===== src/rtl/line_render_sched.sv =====
// rtl/line_render_sched.sv - per-line render stage scheduler (L0 -> L1 -> SPR) with overrun abort
module line_render_sched #(
   parameter int LINES = 480,
   parameter int OVR_W = 8
) (
   input  logic             clk,
   input  logic             rst,
   input  logic             next_frame,
   input  logic             next_line,
   input  logic             l0_en,
   input  logic             l1_en,
   input  logic             spr_en,
   input  logic             l0_done,
   input  logic             l1_done,
   input  logic             spr_done,
   output logic             l0_start,
   output logic             l1_start,
   output logic             spr_start,
   output logic             abort,
   output logic [9:0]       render_line,
   output logic             buf_sel,
   output logic             busy,
   output logic [OVR_W-1:0] overrun_cnt
);

   typedef enum logic [1:0] {IDLE, L0, L1, SPR} state_t;

   localparam logic [10:0] LINES_W = 11'(LINES);

   state_t           state, state_n, after, go;
   logic [2:0]       en, en_n;
   logic [9:0]       line_n;
   logic             buf_n, cur_done, launch;
   logic [OVR_W-1:0] ovr_n;
   logic             l0s_n, l1s_n, sprs_n, abort_n;

   assign busy = (state != IDLE);

   always_ff @(posedge clk) begin
      if (rst) begin
         state       <= IDLE;
         en          <= 3'b000;
         render_line <= 10'h3ff;
         buf_sel     <= 1'b0;
         overrun_cnt <= '0;
         l0_start    <= 1'b0;
         l1_start    <= 1'b0;
         spr_start   <= 1'b0;
         abort       <= 1'b0;
      end else begin
         state       <= state_n;
         en          <= en_n;
         render_line <= line_n;
         buf_sel     <= buf_n;
         overrun_cnt <= ovr_n;
         l0_start    <= l0s_n;
         l1_start    <= l1s_n;
         spr_start   <= sprs_n;
         abort       <= abort_n;
      end
   end

   always_comb begin
      state_n  = state;
      en_n     = en;
      line_n   = render_line;
      buf_n    = buf_sel;
      ovr_n    = overrun_cnt;
      l0s_n    = 1'b0;
      l1s_n    = 1'b0;
      sprs_n   = 1'b0;
      abort_n  = 1'b0;
      cur_done = 1'b0;
      after    = IDLE;
      go       = IDLE;
      launch   = 1'b0;

      // a done in the same cycle as its own start belongs to the previous launch and is dropped
      case (state)
         L0: begin
            cur_done = l0_done & ~l0_start;
            after    = en[1] ? L1 : (en[2] ? SPR : IDLE);
         end
         L1: begin
            cur_done = l1_done & ~l1_start;
            after    = en[2] ? SPR : IDLE;
         end
         SPR: begin
            cur_done = spr_done & ~spr_start;
            after    = IDLE;
         end
         default: ;
      endcase

      if (next_line) begin
         if (state != IDLE && !(cur_done && after == IDLE)) begin
            abort_n = 1'b1;
            if (overrun_cnt != {OVR_W{1'b1}})
               ovr_n = overrun_cnt + {{(OVR_W-1){1'b0}}, 1'b1};
         end
         line_n = next_frame ? 10'd0 :
                  (render_line == 10'h3ff) ? render_line : render_line + 10'd1;
         en_n   = {spr_en, l1_en, l0_en};
         launch = 1'b1;
         if ({1'b0, line_n} < LINES_W) begin
            buf_n = ~buf_sel;
            go    = l0_en ? L0 : (l1_en ? L1 : (spr_en ? SPR : IDLE));
         end
      end else if (cur_done) begin
         launch = 1'b1;
         go     = after;
      end

      if (launch) begin
         state_n = go;
         l0s_n   = (go == L0);
         l1s_n   = (go == L1);
         sprs_n  = (go == SPR);
      end
   end

endmodule


===== config.mk =====
export PLATFORM = sky130hd
export DESIGN_NAME = line_render_sched
export DESIGN_NICKNAME = d
export VERILOG_FILES = /design/src/rtl/line_render_sched.sv
export SDC_FILE = /design/constraint.sdc
export NUM_CORES = 1
export LEC_CHECK = 0
export CORE_AREA = 10 10 85 87
export DETAILED_ROUTE_END_ITERATION = 8
export DIE_AREA = 0 0 95 97
export GPL_TIMING_DRIVEN = 0
export PLACE_DENSITY = 0.55
export REMOVE_ABC_BUFFERS = 1
export SYNTH_ARGS = -nofsm -noshare
export SYNTH_HDL_FRONTEND = slang
export SYNTH_SLANG_ARGS = --single-unit

===== constraint.sdc =====
create_clock -name clk -period 1.95 [get_ports clk]
set_input_delay 0.39 -clock clk [delete_from_list [all_inputs] [get_ports clk]]
set_output_delay 0.39 -clock clk [all_outputs]
set_load 0.02 [all_outputs]

Yosys cells after proc, flatten, opt, wreduce, memory -nomap -nowiden
Index checks and enable logic that the tools add are counted.
{"block": "word_totals", "reg_bits": 28, "in_bits": 10, "out_inout_bits": 24, "word_cells": 53}
{"block": "op_classes", "addsub": 2, "order_cmp": 1, "eq_ne": 8, "muxes": 15, "bitwise": 9, "n_reduce_logical": 9}
{"cell": "two-way mux 10 bit", "count": 2}
{"cell": "two-way mux 2 bit", "count": 8}
{"cell": "adder 10 x 1 -> 10 bit (second input constant)", "count": 1}
{"cell": "equality test 10 bit (second input constant)", "count": 1}
{"cell": "< comparator 10 x 9 -> 1 bit (second input constant)", "count": 1}
{"cell": "adder 8 x 1 -> 8 bit (second input constant)", "count": 1}
{"cell": "equality test 2 bit (second input constant)", "count": 4}
{"cell": "inequality test 8 bit (second input constant)", "count": 1}
{"cell": "NOT 1 bit", "count": 6}
{"cell": "equality test 2 x 1 -> 1 bit (second input constant)", "count": 2}
{"cell": "one-hot mux 2 bit (2 select lines)", "count": 1}
{"cell": "OR reduction 2 bit", "count": 2}
{"cell": "bitwise AND 1 bit", "count": 3}
{"cell": "two-way mux 1 bit", "count": 3}
{"cell": "one-hot mux 1 bit (3 select lines)", "count": 1}
{"cell": "AND reduction 3 bit", "count": 1}
{"cell": "logical AND 1 bit", "count": 2}
{"cell": "zero test 2 bit", "count": 1}
{"cell": "AND reduction 2 bit", "count": 1}
{"cell": "nonzero test 2 bit", "count": 1}
{"cell": "zero test 1 bit", "count": 1}

Longest topological paths before layout
Gate-level depths: netlist of run 1.
{"block": "logic_depth", "ltp_word": 8, "mapped_depth": 7, "ltp_nobuf": 7}

Least setup slack after synthesis of run 1
Ideal clock, no wire load.
{"block": "synth_timing", "kind": "reg2reg", "start": "register render_line[0]", "end": "register buf_sel", "setup_time_ps": 123, "t_arrival_ps": 1995, "required_time_ps": 1827, "setup_slack_ps": -168, "path_stages_with_launch": 7, "path_buffers": 0, "synth_period_minus_slack_ps": 2118, "cell_sequence": "dfxtp_1 > ha_1 > and4_4 > or4b_4 > a21oi_1 > o31ai_1 > mux2_1"}
{"block": "synth_via", "elab_chain_cells": 5, "word_cells_on_any_way": 6, "cone_classes": "add/sub: 1; order compare: 1; eq/ne: 1; mux: 2; reduce/logical: 1"}
{"item": "start: declaration", "line_no": "20", "rtl": "output logic [9:0] render_line,"}
{"item": "start signal: assignment", "line_no": "53", "rtl": "render_line <= line_n;"}
{"item": "adder 10 x 1 -> 10 bit or equality test 10 bit (tied branches)", "line_no": "102", "rtl": "(render_line == 10'h3ff) ? render_line : render_line + 10'd1;"}
{"item": "two-way mux 10 bit *", "line_no": "102"}
{"item": "two-way mux 10 bit *", "line_no": "101", "rtl": "line_n = next_frame ? 10'd0 :"}
{"item": "< comparator 10 x 9 -> 1 bit *", "line_no": "105", "rtl": "if ({1'b0, line_n} < LINES_W) begin"}
{"item": "AND reduction 2 bit (no line) *"}
{"item": "end signal: assignment", "line_no": "54", "rtl": "buf_sel <= buf_n;"}
{"item": "end: declaration", "line_no": "21", "rtl": "output logic buf_sel,"}
Mark *: on every way between the ends. The rest lies on a longest branch, timed or not.
A chain may end at the register's enable or synchronous reset.

Worst setup path in the final report of run 1
Same ends and word-level chain as after synthesis.

==> out/qor.txt, run 1 <==
outcome: finished, final reports clean
vias in the first global route: 1526
global-route wire length before repair: 7760 um
max cap viols: 0
CTS tree: yes
Setup violations, final: 0
WS Path Type: reg2reg
Place WS: -0.694 ns
DR WL/cell: 15.3 um
max-slew violations: 0
root buffer cell: clkbuf_8
CP endpoint kind: flop
FFs w/ async S/R, synth: 0
io pins: 34
Netlist cell types: 57
drt first pass iters: 4
CTS Buf Count: 3
RSZ-0062 raised after global routing: true
cell count after synthesis: 189
Layout area overhead: 33.9%
Synth top area share: 0.338
Routed Antenna Nets: 0
Buffers on Ports: 33
All-Layer GR Usage: 0.100
EDFF count, synth: 0
TritonCTS Sinks: 27
width of the die: 95 um
min cycle time layout: 1.93 ns
H-Tree Level Count: 1
Routed WL: 4480 um
Vias per Instance: 5.26
share of layout cells above drive strength 1: 0.181
Synth Area per Inst: 8.47 um2
clock skew: 0.00512 ns
CTS Buffer Depth: 2
final number of hold-violating endpoints: 0
clk_lat worst skew: 0.27 ns
Placeable Area: 5470 um2
# DRC: 0
Max VDD drop: 0.269 mV
dominant synthesized flop cell: dfxtp_1
Hold Crit Class: reg2reg
Netlist Area Pre-Place: 1600 um2
Final Worst Setup Slack: 0.0220 ns
DIE AREA: 9220 um2
PwrDens: 615 nW/um2
DPL Wire Length: 3210 um
Worst-Margin Slew: 0.816 ns
nets: 239
largest fanout on the critical path: 6
CP Launch Type: flop
iteration-0 DRC count of the detailed router: 71
Peak Freq: 519 MHz
number of antenna violations at the first check in global routing: 0
worst endpoint required time: 2.12 ns
top cells by count, synth: dfxtp_1, nor2_1, a21oi_1
Die Span Y: 97 um
critical path arrival: 2.10 ns
Fillers: 573
top-count cell post-synth: dfxtp_1
sequential fraction of the synthesis area: 0.338
Yosys warnings: 0
Leak: 0.780 nW
Worst slew margin: 0.456
Std-Cell Rows: 27
Antenna diodes: 0
Final Wtd Congestion: 0.830
Reg clk slew, reported paths: 0.09 ns
post-synth top area cell: dfxtp_1
largest net degree at the start of global routing: 21
fin crit share: 0.989
gr ovfl total: 0
#FFs+latches synth: 27
cts-stage hold buffer count: 0
WHS: 0.505 ns
top cells by area, synth: dfxtp_1, ha_1, a21oi_1, nor2_1, nand3_1
via count: 1542
initial core utilization: 0.292
[cell families after synthesis]
family / count (synthesis) / synth area share
simple gates: 71 / 0.244
compound gates: 63 / 0.285
flops: 27 / 0.338
buf+inv: 15 / 0.0414
fa+ha+maj: 7 / 0.0547
mux: 4 / 0.0258
xor+xnor: 2 / 0.0109
[final timing paths]
path | from | to | slack (ns) | cells past startpoint
worst min register to register | state[0] | state[0] | 0.50 | 2
worst max-delay path | render_line[0] | buf_sel | 0.02 | 6
worst max register to register | render_line[0] | buf_sel | 0.02 | 6
worst min-delay path | state[0] | state[0] | 0.50 | 2
[registers in the layout, indices dropped and copies added, names as in the netlist]
register     flops
l0_start         1
l1_start         1
buf_sel          1
render_line     10
state            2
spr_start        1
en               2
abort            1
overrun_cnt      8
[per-layer routing]
| layer | GRT usage | share of wire | vias to the layer above |
|---|---|---|---|
| met5 | 0 | 0 | - |
| met4 | 0.0343 | 0.0080 | 0 |
| met3 | 0.0231 | 0.068 | 2 |
| met2 | 0.158 | 0.46 | 44 |
| met1 | 0.129 | 0.47 | 713 |
| li1 | - | - | 783 |
[through the flow]
stage | TNS [ns] | instance area [um2] | std cells | total power, mW | utilization
after floorplan | -0.553 | 1560 | 181 | 0.832 | -
after global placement | -7.27 | 1980 | 286 | 0.969 | 0.362
after detailed placement | -7.27 | 1980 | 286 | 0.969 | 0.362
after CTS | 0 | 2110 | 293 | 1.33 | 0.386
after global routing | -0.125 | 2140 | 293 | 1.41 | 0.391
final | 0 | 2140 | 293 | 1.32 | 0.391
[critical path, stage by stage, from the launching register on]
cell	delay [ns]
dfxtp_4	0.36
ha_4	0.17
and4_4	0.20
or4b_4	0.52
a21oi_2	0.16
o31ai_2	0.10
mux2_1	0.32
[timing repair]
action	4_1_cts	5_1_grt
buffers inserted	3	0
setup endpoints to repair	12	9
gates resized for setup	22	12
pin swaps	5	1
[power by group]
group | internal (mW) | total, mW | switching [mW]
clock network | 0.146 | 0.320 | 0.173
logic | 0.165 | 0.363 | 0.198
registers | 0.586 | 0.635 | 0.0495
[placed cells by master (no fill, tap or decap), types with 2 or more instances in the layout]
cell / Yosys / routed
clkdlybuf4s50_1: 0 / 29
nor2_1: 15 / 15
dfxtp_1: 27 / 15
a21oi_1: 14 / 13
nand2_1: 12 / 12
dfxtp_2: 0 / 10
nand3_1: 9 / 8
o21ai_0: 8 / 8
inv_1: 7 / 7
ha_1: 7 / 6
nand4_1: 4 / 4
nor3_1: 4 / 4
nor2b_1: 4 / 4
nand3b_1: 4 / 4
and2_1: 4 / 4
and3_1: 4 / 3
mux2i_1: 3 / 3
a41oi_1: 3 / 3
a31oi_1: 4 / 3
clkbuf_8: 0 / 3
dlygate4sd2_1: 0 / 3
buf_4: 0 / 3
nand2b_1: 2 / 2
o31ai_2: 1 / 2
a211oi_2: 3 / 2
o21ai_2: 0 / 2
or3_1: 2 / 2
o21a_1: 2 / 2
o311ai_0: 2 / 2
a211oi_1: 2 / 2
o211ai_1: 2 / 2
dfxtp_4: 0 / 2
[final cells by class]
type,instances,area (um2),share of cell area
Clock buffer,4,45.0,0.0210
Inverter,7,26.3,0.0123
Multi-Input combinational cell,147,1080,0.502
Sequential cell,27,561,0.262
Tap cell,72,90.1,0.0421
Timing Repair Buffer,36,344,0.161
No activity file was read; power rests on OpenSTA's default activity.
==> run 2, diff against run 1 <==
- CORE_AREA: 10 10 85 87 -> 10 10 71 73
- DIE_AREA: 0 0 95 97 -> 0 0 81 83
- PLACE_DENSITY: 0.55 -> 0.76
==> run 2 against run 1 <==
Compared with the run above: clock power decreased by 2%; global-route usage increased by 2.1 points; cell count decreased by 7.8%; total power decreased by 0.48%; the run now ends with negative setup slack left; first-iteration DRC count increased by 83%; sequential share of layout area increased by 0.22 points; highest routed layer unchanged; sequential cell count unchanged; combinational power about the same.
==> out/qor.txt, run 2 (same netlist as run 1, synthesis figures left out) <==
Layout area overhead: 32.1%
most frequent cells in the layout: clkdlybuf4s50_1, dfxtp_1, nor2_1, nand2_1, a21oi_1
Pwr Total: 1.31 mW (-0.48%)
Vias per Instance: 5.97 (+13%)
Antenna diodes: 0 (unchanged)
# DRC: 0 (unchanged)
drt first pass iters: 4 (unchanged)
Worst slew margin: 0.491 (+0.0351)
TritonCTS Sinks: 27 (unchanged)
CP Launch Type: flop
PwrDens: 620 nW/um2 (+0.81%)
initial core utilization: 0.440 (+0.148)
biggest regs: render_line x10, overrun_cnt x8
clk_lat worst skew: 0.27 ns (about the same)
CP endpoint kind: flop
Hold Crit Class: reg2reg
Fillers: 346 (-40%)
max reg flops: 10 (unchanged)
DIE AREA: 6720 um2 (-27%)
DPL Wire Length: 2960 um (-7.8%)
setup slack, reg-to-reg: -0.02 ns (-0.04 ns)
clock skew: 0.00502 ns (-0.000103 ns)
All-Layer GR Usage: 0.122 (+0.0213)
FF-to-FF path depth: 6 (unchanged)
gr ovfl total: 0 (unchanged)
nets: 240 (+0.42%)
via count: 1611 (+4.5%)
R2R Path Start: render_line[0]
io pins: 34 (unchanged)
CP Buf/Inv Count: 0 (unchanged)
hold path startpoint: state[0]
Max VDD drop: 0.303 mV (+13%)
Routed Antenna Nets: 0 (unchanged)
WS Path Type: reg2reg
iteration-0 DRC count of the detailed router: 130 (+83%)
Worst R2R End: buf_sel
Buffers on Ports: 33 (unchanged)
Leak: 0.784 nW (+0.57%)
Final Wtd Congestion: 0.883 (+6.4%)
slowest stage cell, crit path: or4b_4
violated checks: negative setup slack
root buffer cell: clkbuf_8
CTS tree: yes
hold endpoint: state[0]
most common cell after layout, fill and taps aside: clkdlybuf4s50_1
Die Span Y: 83 um (-14%)
fin crit share: 1.01 (+0.0209)
Placeable Area: 3630 um2 (-34%)
Place WS: -0.637 ns (+0.0570 ns)
WHS: 0.519 ns (+0.0143 ns)
crit-path max cell delay: 0.52 ns (about the same)
max-slew violations: 0 (unchanged)
final number of hold-violating endpoints: 0 (unchanged)
CTS Buf Count: 3 (unchanged)
share of layout cells above drive strength 1: 0.171 (-0.00982)
Reg clk slew, reported paths: 0.09 ns (about the same)
Peak Freq: 508 MHz (-2.1%)
width of the die: 81 um (-15%)
max cap viols: 0 (unchanged)
cell breakdown of the critical path: ha_4, and4_4, or4b_4, a21oi_2, o31ai_2, mux2_1
CTS Buffer Depth: 2 (unchanged)
min cycle time layout: 1.97 ns (+0.0407 ns)
worst endpoint required time: 2.11 ns (about the same)
cts-stage hold buffer count: 0 (unchanged)
Largest Register: render_line
number of antenna violations at the first check in global routing: 0 (unchanged)
fin cells: 270 (-7.8%)
Worst-Margin Slew: 0.763 ns (-0.0527 ns)
critical path arrival: 2.13 ns (+0.03 ns)
hold depth: 2 (unchanged)
Setup violations, final: 1 (+1)
largest net degree at the start of global routing: 21 (unchanged)
outcome: complete, but fails checks
Routed WL: 4430 um (-1.1%)
vias in the first global route: 1591 (+4.3%)
number of cells after detailed placement: 262 (-8.4%)
RSZ-0062 raised after global routing: true
largest fanout on the critical path: 6 (unchanged)
Std-Cell Rows: 22 (-19%)
H-Tree Level Count: 1 (unchanged)
Top Family by Delay on Critical Path: simple AND/OR/NAND/NOR gates
global-route wire length before repair: 7110 um (-8.4%)
Final Worst Setup Slack: -0.0187 ns (-0.0407 ns)
DR WL/cell: 16.4 um (+7.3%)
==> run 2: how the worst max path moves through the flow <==
stage | slack [ns] | start | end | depth (start not counted)
floorplan | -0.17 | render_line[0] | buf_sel | 6
detailed placement | -0.64 | next_frame | buf_sel | 6
global placement | -0.63 | next_frame | buf_sel | 6
global route | -0.07 | render_line[0] | buf_sel | 6
CTS | 0.01 | render_line[0] | buf_sel | 6
finish | -0.02 | render_line[0] | buf_sel | 6
==> run 2: layout make-up <==
| type | count | area [um2] | share of cell area |
|---|---|---|---|
| repair buffers | 37 | 355 | 0.168 |
| well taps | 48 | 60.1 | 0.0284 |
| flip-flops and latches | 27 | 558 | 0.264 |
| clock buffers | 3 | 41.3 | 0.0195 |
| multi-input cells | 147 | 1070 | 0.505 |
| clock inverters | 1 | 5.00 | 0.00237 |
| inverters | 7 | 26.3 | 0.0124 |
==> run 2: metrics by stage <==
step / setup TNS [ns] / util / cell area [um2]
after floorplan: -0.553 / - / 1560
after global routing: -0.273 / 0.582 / 2110
after global placement: -5.59 / 0.537 / 1950
after detailed placement: -5.81 / 0.537 / 1950
final: -0.0187 / 0.582 / 2110
after CTS: 0 / 0.572 / 2080
==> run 2: routing by layer <==
metal  global-route usage  routed length, um
met5                    0                  0
met4               0.0376                  7
met3               0.0388                411
met2                0.195               2100
met1                0.149               1910
==> run 2: worst register-to-register path, stage by stage, from the launching register on <==
cell,delay [ns]
dfxtp_4,0.37
ha_4,0.18
and4_4,0.20
or4b_4,0.52
a21oi_2,0.16
o31ai_2,0.11
mux2_1,0.33
==> run 2: repair_timing <==
item | 4_1_cts | 5_1_grt
pin swaps | 6 | 0
gates cloned | 0 | 0
buffers inserted | 4 | 0
endpoints found under the setup margin | 12 | 10
hold endpoints to repair | 0 | 0
gates resized for setup | 19 | 10
==> run 2: power breakdown <==
part / internal [mW] / total (mW) / switching (mW)
sequential: 0.585 / 0.636 / 0.0507
clock: 0.143 / 0.313 / 0.170
combinational: 0.164 / 0.362 / 0.198
total: 0.892 / 1.31 / 0.419
==> run 3, diff against run 2 <==
- HOLD_SLACK_MARGIN: default -> 0.08
==> results of run 3 <==
No change in the layout: final DEF, timing and power equal those of run 2.
